`config.mk`:
```
export PLATFORM = sky130hd
export DESIGN_NAME = id_ex_operand_stage_flat
export DESIGN_NICKNAME = d
export VERILOG_FILES = /design/src/rtl/id_ex_operand_stage_if.sv /design/src/rtl/id_ex_operand_stage.sv /design/src/flat_wrapper.sv
export SDC_FILE = /design/constraint.sdc
export NUM_CORES = 1
export LEC_CHECK = 0
export BUFFER_PORTS_ARGS = -buffer_cell sky130_fd_sc_hd__clkbuf_2
export CELL_PAD_IN_SITES_DETAIL_PLACEMENT = 1
export CELL_PAD_IN_SITES_GLOBAL_PLACEMENT = 2
export CORE_ASPECT_RATIO = 1.75
export CORE_MARGIN = 10
export CORE_UTILIZATION = 26
export DETAILED_ROUTE_END_ITERATION = 12
export HOLD_SLACK_MARGIN = 0.06
export PLACE_DENSITY_LB_ADDON = 0.1
export SETUP_SLACK_MARGIN = 0.05
export SLEW_MARGIN = 30
export SYNTH_ARGS = -nofsm -noshare
export SYNTH_HDL_FRONTEND = slang
export SYNTH_SLANG_ARGS = --single-unit
```
`constraint.sdc`:
```
create_clock -name clk -period 2.61 [get_ports clk]
set_input_delay 0.3915 -clock clk [delete_from_list [all_inputs] [get_ports clk]]
set_output_delay 0.3915 -clock clk [all_outputs]
set_load 0.01 [all_outputs]
```
`src/rtl/id_ex_operand_stage_if.sv`:
```
// ID -> EX operand-stage bundle: decoded sources, forwarding sources and the registered EX view.
// valid_ID qualifies the ID fields; stall_ID is the back-pressure: while it is high ID must hold its instruction.
interface id_ex_operand_stage_if #(
  parameter int DW = 16,
  parameter int CW = 16
);
  logic          valid_ID;
  logic [3:0]    rdReg1_ID;
  logic [3:0]    rdReg2_ID;
  logic          rdEn1_ID;
  logic          rdEn2_ID;
  logic [1:0]    reg1_fwdCtrl;
  logic [1:0]    reg2_fwdCtrl;
  logic [DW-1:0] rfData1_ID;
  logic [DW-1:0] rfData2_ID;
  logic [3:0]    wrReg_ID;
  logic          wrEn_ID;
  logic          memRd_ID;
  logic [DW-1:0] result_EX;
  logic [DW-1:0] result_MEM;
  logic [DW-1:0] result_WB;
  logic          flush;
  logic          stall_in;
  logic [DW-1:0] opA_EX;
  logic [DW-1:0] opB_EX;
  logic [3:0]    wrReg_EX;
  logic          wrEn_EX;
  logic          memRd_EX;
  logic          valid_EX;
  logic          stall_ID;
  logic [CW-1:0] luStallCnt;

  modport master (
    output valid_ID, rdReg1_ID, rdReg2_ID, rdEn1_ID, rdEn2_ID, reg1_fwdCtrl, reg2_fwdCtrl,
           rfData1_ID, rfData2_ID, wrReg_ID, wrEn_ID, memRd_ID, result_EX, result_MEM,
           result_WB, flush, stall_in,
    input  opA_EX, opB_EX, wrReg_EX, wrEn_EX, memRd_EX, valid_EX, stall_ID, luStallCnt
  );

  modport slave (
    input  valid_ID, rdReg1_ID, rdReg2_ID, rdEn1_ID, rdEn2_ID, reg1_fwdCtrl, reg2_fwdCtrl,
           rfData1_ID, rfData2_ID, wrReg_ID, wrEn_ID, memRd_ID, result_EX, result_MEM,
           result_WB, flush, stall_in,
    output opA_EX, opB_EX, wrReg_EX, wrEn_EX, memRd_EX, valid_EX, stall_ID, luStallCnt
  );
endinterface

```
`src/rtl/id_ex_operand_stage.sv`:
```
// ID/EX pipeline register with operand forwarding muxes and a one-bubble load-use interlock.
// fsm_state exposes the RUN(0)/BUBBLE(1) interlock state for observation.
module id_ex_operand_stage #(
  parameter int DW = 16,
  parameter int CW = 16
) (
  input  logic                   clk,
  input  logic                   rst_n,
  id_ex_operand_stage_if.slave   bus,
  output logic                   fsm_state
);
  localparam logic [1:0] NO_FWD       = 2'b00;
  localparam logic [1:0] FWD_FROM_EX  = 2'b01;
  localparam logic [1:0] FWD_FROM_MEM = 2'b10;
  localparam logic [1:0] FWD_FROM_WB  = 2'b11;

  typedef enum logic {RUN = 1'b0, BUBBLE = 1'b1} state_t;
  state_t state;

  logic [DW-1:0] op_a;
  logic [DW-1:0] op_b;
  logic          dep1;
  logic          dep2;
  logic          lu;

  // r0 is hardwired to zero, so its forwarding code is ignored.
  function automatic logic [DW-1:0] pick(input logic [3:0] id, input logic [1:0] code,
                                         input logic [DW-1:0] rf, input logic [DW-1:0] ex,
                                         input logic [DW-1:0] mem, input logic [DW-1:0] wb);
    logic [DW-1:0] v;
    v = rf;
    case (code)
      FWD_FROM_EX:  v = ex;
      FWD_FROM_MEM: v = mem;
      FWD_FROM_WB:  v = wb;
      NO_FWD:       v = rf;
    endcase
    if (id == 4'd0) v = '0;
    return v;
  endfunction

  always_comb begin
    op_a = pick(bus.rdReg1_ID, bus.reg1_fwdCtrl, bus.rfData1_ID,
                bus.result_EX, bus.result_MEM, bus.result_WB);
    op_b = pick(bus.rdReg2_ID, bus.reg2_fwdCtrl, bus.rfData2_ID,
                bus.result_EX, bus.result_MEM, bus.result_WB);
    dep1 = bus.rdEn1_ID & (bus.rdReg1_ID != 4'd0) & (bus.reg1_fwdCtrl == FWD_FROM_EX);
    dep2 = bus.rdEn2_ID & (bus.rdReg2_ID != 4'd0) & (bus.reg2_fwdCtrl == FWD_FROM_EX);
    lu   = rst_n & bus.valid_EX & bus.memRd_EX & bus.valid_ID & (dep1 | dep2);
  end

  assign bus.stall_ID = rst_n & (lu | bus.stall_in) & ~bus.flush;
  assign fsm_state    = state;

  // A load-use bubble is needed only once: the next cycle the load sits in MEM and forwards from there.
  always_ff @(posedge clk) begin
    if (!rst_n) begin
      bus.opA_EX     <= '0;
      bus.opB_EX     <= '0;
      bus.wrReg_EX   <= '0;
      bus.wrEn_EX    <= 1'b0;
      bus.memRd_EX   <= 1'b0;
      bus.valid_EX   <= 1'b0;
      bus.luStallCnt <= '0;
      state          <= RUN;
    end else if (bus.flush) begin
      bus.valid_EX <= 1'b0;
      bus.wrEn_EX  <= 1'b0;
      bus.memRd_EX <= 1'b0;
      state        <= RUN;
    end else if (bus.stall_in) begin
      state <= state;
    end else if (lu) begin
      bus.valid_EX <= 1'b0;
      bus.wrEn_EX  <= 1'b0;
      bus.memRd_EX <= 1'b0;
      if (~&bus.luStallCnt) bus.luStallCnt <= bus.luStallCnt + 1'b1;
      state <= BUBBLE;
    end else begin
      bus.opA_EX   <= op_a;
      bus.opB_EX   <= op_b;
      bus.wrReg_EX <= bus.wrReg_ID;
      bus.valid_EX <= bus.valid_ID;
      bus.wrEn_EX  <= bus.wrEn_ID & bus.valid_ID;
      bus.memRd_EX <= bus.memRd_ID & bus.valid_ID;
      state        <= RUN;
    end
  end
endmodule

```
`src/flat_wrapper.sv`:
```
// flat-port wrapper written by rule: the top's interface ports become plain ports
module id_ex_operand_stage_flat 
#(
  parameter int DW = 16,
  parameter int CW = 16
)
  (clk, rst_n, fsm_state, bus_valid_ID, bus_rdReg1_ID, bus_rdReg2_ID, bus_rdEn1_ID, bus_rdEn2_ID, bus_reg1_fwdCtrl, bus_reg2_fwdCtrl, bus_rfData1_ID, bus_rfData2_ID, bus_wrReg_ID, bus_wrEn_ID, bus_memRd_ID, bus_result_EX, bus_result_MEM, bus_result_WB, bus_flush, bus_stall_in, bus_opA_EX, bus_opB_EX, bus_wrReg_EX, bus_wrEn_EX, bus_memRd_EX, bus_valid_EX, bus_stall_ID, bus_luStallCnt);
  id_ex_operand_stage_if #(.DW(DW), .CW(CW)) bus_i ();
  input  logic clk;
  input  logic rst_n;
  output logic fsm_state;
  input wire logic [$bits(bus_i.valid_ID)-1:0] bus_valid_ID;
  input wire logic [$bits(bus_i.rdReg1_ID)-1:0] bus_rdReg1_ID;
  input wire logic [$bits(bus_i.rdReg2_ID)-1:0] bus_rdReg2_ID;
  input wire logic [$bits(bus_i.rdEn1_ID)-1:0] bus_rdEn1_ID;
  input wire logic [$bits(bus_i.rdEn2_ID)-1:0] bus_rdEn2_ID;
  input wire logic [$bits(bus_i.reg1_fwdCtrl)-1:0] bus_reg1_fwdCtrl;
  input wire logic [$bits(bus_i.reg2_fwdCtrl)-1:0] bus_reg2_fwdCtrl;
  input wire logic [$bits(bus_i.rfData1_ID)-1:0] bus_rfData1_ID;
  input wire logic [$bits(bus_i.rfData2_ID)-1:0] bus_rfData2_ID;
  input wire logic [$bits(bus_i.wrReg_ID)-1:0] bus_wrReg_ID;
  input wire logic [$bits(bus_i.wrEn_ID)-1:0] bus_wrEn_ID;
  input wire logic [$bits(bus_i.memRd_ID)-1:0] bus_memRd_ID;
  input wire logic [$bits(bus_i.result_EX)-1:0] bus_result_EX;
  input wire logic [$bits(bus_i.result_MEM)-1:0] bus_result_MEM;
  input wire logic [$bits(bus_i.result_WB)-1:0] bus_result_WB;
  input wire logic [$bits(bus_i.flush)-1:0] bus_flush;
  input wire logic [$bits(bus_i.stall_in)-1:0] bus_stall_in;
  output wire logic [$bits(bus_i.opA_EX)-1:0] bus_opA_EX;
  output wire logic [$bits(bus_i.opB_EX)-1:0] bus_opB_EX;
  output wire logic [$bits(bus_i.wrReg_EX)-1:0] bus_wrReg_EX;
  output wire logic [$bits(bus_i.wrEn_EX)-1:0] bus_wrEn_EX;
  output wire logic [$bits(bus_i.memRd_EX)-1:0] bus_memRd_EX;
  output wire logic [$bits(bus_i.valid_EX)-1:0] bus_valid_EX;
  output wire logic [$bits(bus_i.stall_ID)-1:0] bus_stall_ID;
  output wire logic [$bits(bus_i.luStallCnt)-1:0] bus_luStallCnt;
  assign bus_i.valid_ID = bus_valid_ID;
  assign bus_i.rdReg1_ID = bus_rdReg1_ID;
  assign bus_i.rdReg2_ID = bus_rdReg2_ID;
  assign bus_i.rdEn1_ID = bus_rdEn1_ID;
  assign bus_i.rdEn2_ID = bus_rdEn2_ID;
  assign bus_i.reg1_fwdCtrl = bus_reg1_fwdCtrl;
  assign bus_i.reg2_fwdCtrl = bus_reg2_fwdCtrl;
  assign bus_i.rfData1_ID = bus_rfData1_ID;
  assign bus_i.rfData2_ID = bus_rfData2_ID;
  assign bus_i.wrReg_ID = bus_wrReg_ID;
  assign bus_i.wrEn_ID = bus_wrEn_ID;
  assign bus_i.memRd_ID = bus_memRd_ID;
  assign bus_i.result_EX = bus_result_EX;
  assign bus_i.result_MEM = bus_result_MEM;
  assign bus_i.result_WB = bus_result_WB;
  assign bus_i.flush = bus_flush;
  assign bus_i.stall_in = bus_stall_in;
  assign bus_opA_EX = bus_i.opA_EX;
  assign bus_opB_EX = bus_i.opB_EX;
  assign bus_wrReg_EX = bus_i.wrReg_EX;
  assign bus_wrEn_EX = bus_i.wrEn_EX;
  assign bus_memRd_EX = bus_i.memRd_EX;
  assign bus_valid_EX = bus_i.valid_EX;
  assign bus_stall_ID = bus_i.stall_ID;
  assign bus_luStallCnt = bus_i.luStallCnt;
  id_ex_operand_stage #(.DW(DW), .CW(CW)) u_core (.clk(clk), .rst_n(rst_n), .bus(bus_i), .fsm_state(fsm_state));
endmodule
```
# After elaboration in Yosys (flattened, before gate mapping)

Index checks and enable logic that the tools add are counted.

Add/subtract/negate cells: 1
Equal/unequal tests: 6
Mux-type cells: 8
Bitwise operators: 19
Reduce and logical (&&, ||, !) cells: 10

Operators with widths:

| kind                                                                   | number |
|---|---|
| 16-bit one-hot mux with 4 select lines                                 | 2 |
| 16-bit 2-to-1 mux                                                      | 2 |
| 16-bit by 1-bit adder with 16-bit output (second input constant)       | 1 |
| 16-bit AND reduction                                                   | 1 |
| 1-bit AND                                                              | 12 |
| 2-bit equality test (second input constant)                            | 4 |
| 4-bit logical NOT                                                      | 2 |
| 4-bit nonzero test                                                     | 2 |
| 1-bit NOT                                                              | 5 |
| 2-bit by 1-bit equality test with 1-bit output (second input constant) | 2 |
| 2-bit logical NOT                                                      | 2 |
| 1-bit 2-to-1 mux                                                       | 4 |
| 4-bit AND reduction                                                    | 1 |
| 3-bit AND reduction                                                    | 1 |
| 1-bit bitwise OR                                                       | 2 |
| 2-bit OR reduction                                                     | 1 |

Flip-flop bits (word level): 56
Input bits: 105
Output and inout bits: 57
Logic and storage cells: 52

# Logic depth before layout (Yosys ltp)

Depth in word-level cells: 8
Depth in mapped cells: 8
Gate-level depth less buffers: 6

# Worst setup path after synthesis

OpenSTA, ideal clock, no wires.

Path kind: register -> register
From: register u_core.bus.luStallCnt[0]
To: register u_core.bus.luStallCnt[13]
Setup time: 70 ps
Data arrival time: 1969 ps
Data required time: 2540 ps
Setup slack: 571 ps
Cell stages (with the launch flop): 8
Buffers on the path: 1
Clock period less this slack: 2039 ps
Cell sequence: dfxtp_1 ha_1 and4_4 and4bb_1 buf_6 or4_1 or3_1 a21boi_1

Cells in the longest elaborated chain, start to end: 3
Elaborated cells between the ends (all ways): 4
Those cells by class: add/sub (1); bitwise (1); reduce/logical (2)

RTL lines:

| element                                                                          | RTL line                     | text |
|---|---|---|
| start, declared                                                                  | id_ex_operand_stage_if.sv:44 | `output opA_EX, opB_EX, wrReg_EX, wrEn_EX, memRd_EX, valid_EX, stall_ID, luStallCnt` |
| start signal, assigned                                                           | id_ex_operand_stage.sv:77    | `if (~&bus.luStallCnt) bus.luStallCnt <= bus.luStallCnt + 1'b1;` |
| branches (longest 3 deep; another with 16-bit by 1-bit adder with 16-bit output) | -                            |  |

Several ways; the timed one is not identified.
A chain may end at the register's enable or synchronous reset.

# Worst setup path in the final report

From: register u_core.bus.valid_EX
To: register u_core.bus.luStallCnt[8]

Cells in the longest elaborated chain, start to end: 5

RTL lines:

| element                              | RTL line                     | text |
|---|---|---|
| start, declared                      | id_ex_operand_stage_if.sv:44 |  |
| start signal, assigned               | id_ex_operand_stage.sv:83    | `bus.valid_EX <= bus.valid_ID;` |
| 1-bit AND (4 in a row)               | id_ex_operand_stage.sv:49    | `lu = rst_n & bus.valid_EX & bus.memRd_EX & bus.valid_ID & (dep1 \| dep2);` |
| 4-bit AND reduction (no source line) | -                            |  |

No other way between the ends.

==> results.cfg <==
[run_status]
status = complete, no violations

[sta]
period_minus_slack_ps = 2120
maxSlewViolCount = 0
report.final.hold_viol_count = 0
worstMarginPinSlew_ps = 611
setup-violations-final = 0
slew_headroom_pct = 59.2
fmax_ghz = 0.471
skew_ps = 4.10
fin_tns_setup_ps = 0
finalCritPeriodShare_pct = 81.4
rsz0062_at_grt = no

[global_route]
grt_overflow_total = 0
grt_max_degree = 73
grt_pass1_wl_um = 20600
grt_use_total_pct = 15.9
antenna_found_initial = 0
grt_pass1_vias = 3679

[cells_and_area]
n_antenna_cell = 0
n_fill_cell = 1471
final_area_um2 = 4240
area_delta_synth_final_pct = 34.8
nets = 586
drive_gt1_share_pct = 45.3

[clock_tree]
cts_resized = 0
path_clk_slew_ps = 80
cts_tree = done
worstSkewPairLatency_ps = 300
cts_max_path_buffers = 2
htreeDepth = 2
holdBufCountCts = 0
post_cts_buffers = 0
cts_buffers = 5
cts-root-buf = clkbuf_16
cts.sinks = 56

[worst_setup_path]
crit_type = flip-flop to flip-flop
r2r_end = u_core.bus.luStallCnt[8]
r2r_slack_ps = 490
worst-path-max-fanout = 17
path_cells = and4_1 > nand2_1 > nand2b_1 > buf_4 > or3_1 > a21oi_1
critPathLaunchType = flip-flop
critPathMaxStageDelay_ps = 430
cp.required_ps = 2840
path_depth = 6
path_buf_inv = 1
r2r-start = u_core.bus.valid_EX
cp_slowest_cell = nand2b_1
worstSetupStartpoint = u_core.bus.valid_EX
worstRegToRegCells = 6
endpoint = u_core.bus.luStallCnt[8]
crit_path_end_kind = flip-flop
cp_top_family = simple AND/OR/NAND/NOR gates
critPathArrivalTime_ps = 2350

[power]
power_per_cell_area_nw_per_um2 = 465
leakagePower_nw = 1.75
irDropWorstVdd_v = 0.000276

[synth]
synth_edf_count = 0
ys_seq_area_share_pct = 35.6
ys_ff_latch = 56
synth_top_family_by_area = multiplexers
syn_inst = 329
synth-xor-area-share_pct = 0.278
synthMuxAreaShare_pct = 23.5
synth_warnings = 0
yosys.area.top_type = dfxtp_1
syn_avg_cell_area_um2 = 9.56
yosys.area.top_type_share_pct = 35.6
synth_compound_area_share_pct = 13.1
synthTopCellsByArea = dfxtp_1 36%, mux4_2 23%, nand3_1 6.5%, nand2_1 5.6%, o21ai_0 5.6%
syn_area_um2 = 3150
syn-num-nets = 435
yosysUniqueCellTypes = 45
async_reset_ff_share_pct = 0
synth-simple-area-share_pct = 22.5
synth_flop_cell = dfxtp_1
synth_fa_ha_area_share_pct = 0.398

[detailed_routing]
ant_nets = 0
routedWlPerCell_um = 21.2
dr.pass1.iters = 4
wl_um = 13100
via_count = 3262
vias_per_cell = 5.28
drc = 0
drt-initial-drc-count = 80

[floorplanning]
die_area_um2 = 17100
core_um2 = 11900
rows = 53
start_util_pct = 26.4
die_width_um = 103
io_pins = 162
die_y_um = 166

[place]
hpwl_um = 10800
place_congestion = 0.793
place_area_um2 = 4100
numPortBuffers = 161

[min_path]
worstHoldPathType = input port to flip-flop

[run]
drv_cap = 0
-- stage by stage --
step | std cells | total power [W] | util (%) | worst slack [ps] | hold WS (ps)
final | 618 | 0.00197 | 35.5 | 487 | 313
after global routing | 618 | 0.00209 | 35.5 | 277 | 308
after CTS | 618 | 0.00202 | 35.5 | 456 | 301
after detailed placement | 610 | 0.00131 | 34.3 | 271 | 440
after global placement | 610 | 0.00130 | 34.3 | 363 | 438
after floorplan | 329 | 0.00112 | - | 571 | 473
-- state kept, by name, summed over array words and instances (netlist names) --
register,flops
u_core.bus.wrReg_EX,4
u_core.fsm_state,1
u_core.bus.valid_EX,1
u_core.bus.luStallCnt,16
u_core.bus.wrEn_EX,1
u_core.bus.opA_EX,16
u_core.bus.memRd_EX,1
u_core.bus.opB_EX,16
-- final cells by class --
cell class	instances	area (um^2)	share of cell area [%]
inverter	3	11.3	0.265
multi-input combinational	242	1890	44.6
timing repair buffer	172	901	21.2
tap	137	171	4.04
clock inverter	3	22.5	0.531
clock buffer	5	125	2.95
sequential	56	1120	26.4
-- worst register-to-register path: stages, from the launching register on --
cell and delay [ps]:
dfxtp_1 370, and4_1 320, nand2_1 110, nand2b_1 430
buf_4 320, or3_1 350, a21oi_1 150
-- placed cells by master, fill, tap and decap left out, types with 2 or more instances in the layout --
cell / instances
a21oi_1: 12
dfxtp_1: 56
and4_1: 3
mux2i_1: 2
o21ai_0: 35
inv_1: 3
buf_4: 10
a32oi_1: 2
nor4_2: 2
clkbuf_2: 161
nor4_1: 2
o31ai_1: 4
nand3b_1: 2
nand2_1: 47
o21ai_1: 7
clkbuf_16: 5
nand4_1: 5
o41ai_1: 2
mux4_2: 32
or4_1: 4
or3_1: 7
nand3_1: 41
nand2b_1: 4
nor2_1: 11
-- worst min-delay path by stage --
| stage | start | end | slack, ps | depth (start not counted) |
|---|---|---|---|---|
| finish | bus_wrReg_ID[0] | u_core.bus.wrReg_EX[0] | 310 | 3 |
| global route | bus_wrReg_ID[0] | u_core.bus.wrReg_EX[0] | 310 | 3 |
| CTS | bus_wrReg_ID[0] | u_core.bus.wrReg_EX[0] | 300 | 3 |
| detailed placement | u_core.bus.opA_EX[3] | u_core.bus.opA_EX[3] | 440 | 2 |
| global placement | u_core.bus.opA_EX[2] | u_core.bus.opA_EX[2] | 440 | 2 |
| floorplan | u_core.bus.opA_EX[0] | u_core.bus.opA_EX[0] | 470 | 2 |
-- cells in the mapped netlist (2+ instances only) --
cell type,count
or3_1,7
nand2_1,47
mux2i_1,2
buf_2,8
o21ai_1,7
o21ai_0,35
inv_1,3
or4_1,4
a32oi_1,2
nor4_2,2
nand4_1,5
a21oi_1,12
and4_1,3
nor4_1,2
o31ai_1,4
nand2b_1,4
nand3b_1,2
mux4_2,32
nor2_1,11
dfxtp_1,56
o41ai_1,2
nand3_1,41
buf_4,2
clkbuf_1,15
-- layer usage --
layer / global-route usage, % / up-vias / wire (um) / part of all wire (%)
met3: 6.29 / 7 / 1140 / 8.7
met1: 14.1 / 1608 / 4090 / 31
li1: - / 1552 / - / -
met4: 4.19 / 0 / 212 / 1.6
met2: 31.3 / 95 / 7680 / 59
met5: 0 / - / 0 / 0
-- logic make-up (layout without fill, tap and decap cells) --
| kind of cell | Yosys count | count (layout) |
|---|---|---|
| compound gates | 70 | 70 |
| xor+xnor | 1 | 1 |
| fa+ha+maj | 1 | 1 |
| buf+inv | 31 | 183 |
| flops | 56 | 56 |
| mux | 34 | 34 |
| simple gates | 136 | 136 |
-- power by group --
| part | internal [W] | switching [W] |
|---|---|---|
| Combinational | 0.000187 | 0.000185 |
| Clock | 0.000361 | 0.000336 |
| Sequential | 0.000886 | 0.0000185 |
Power figures use the tool's default switching activity.
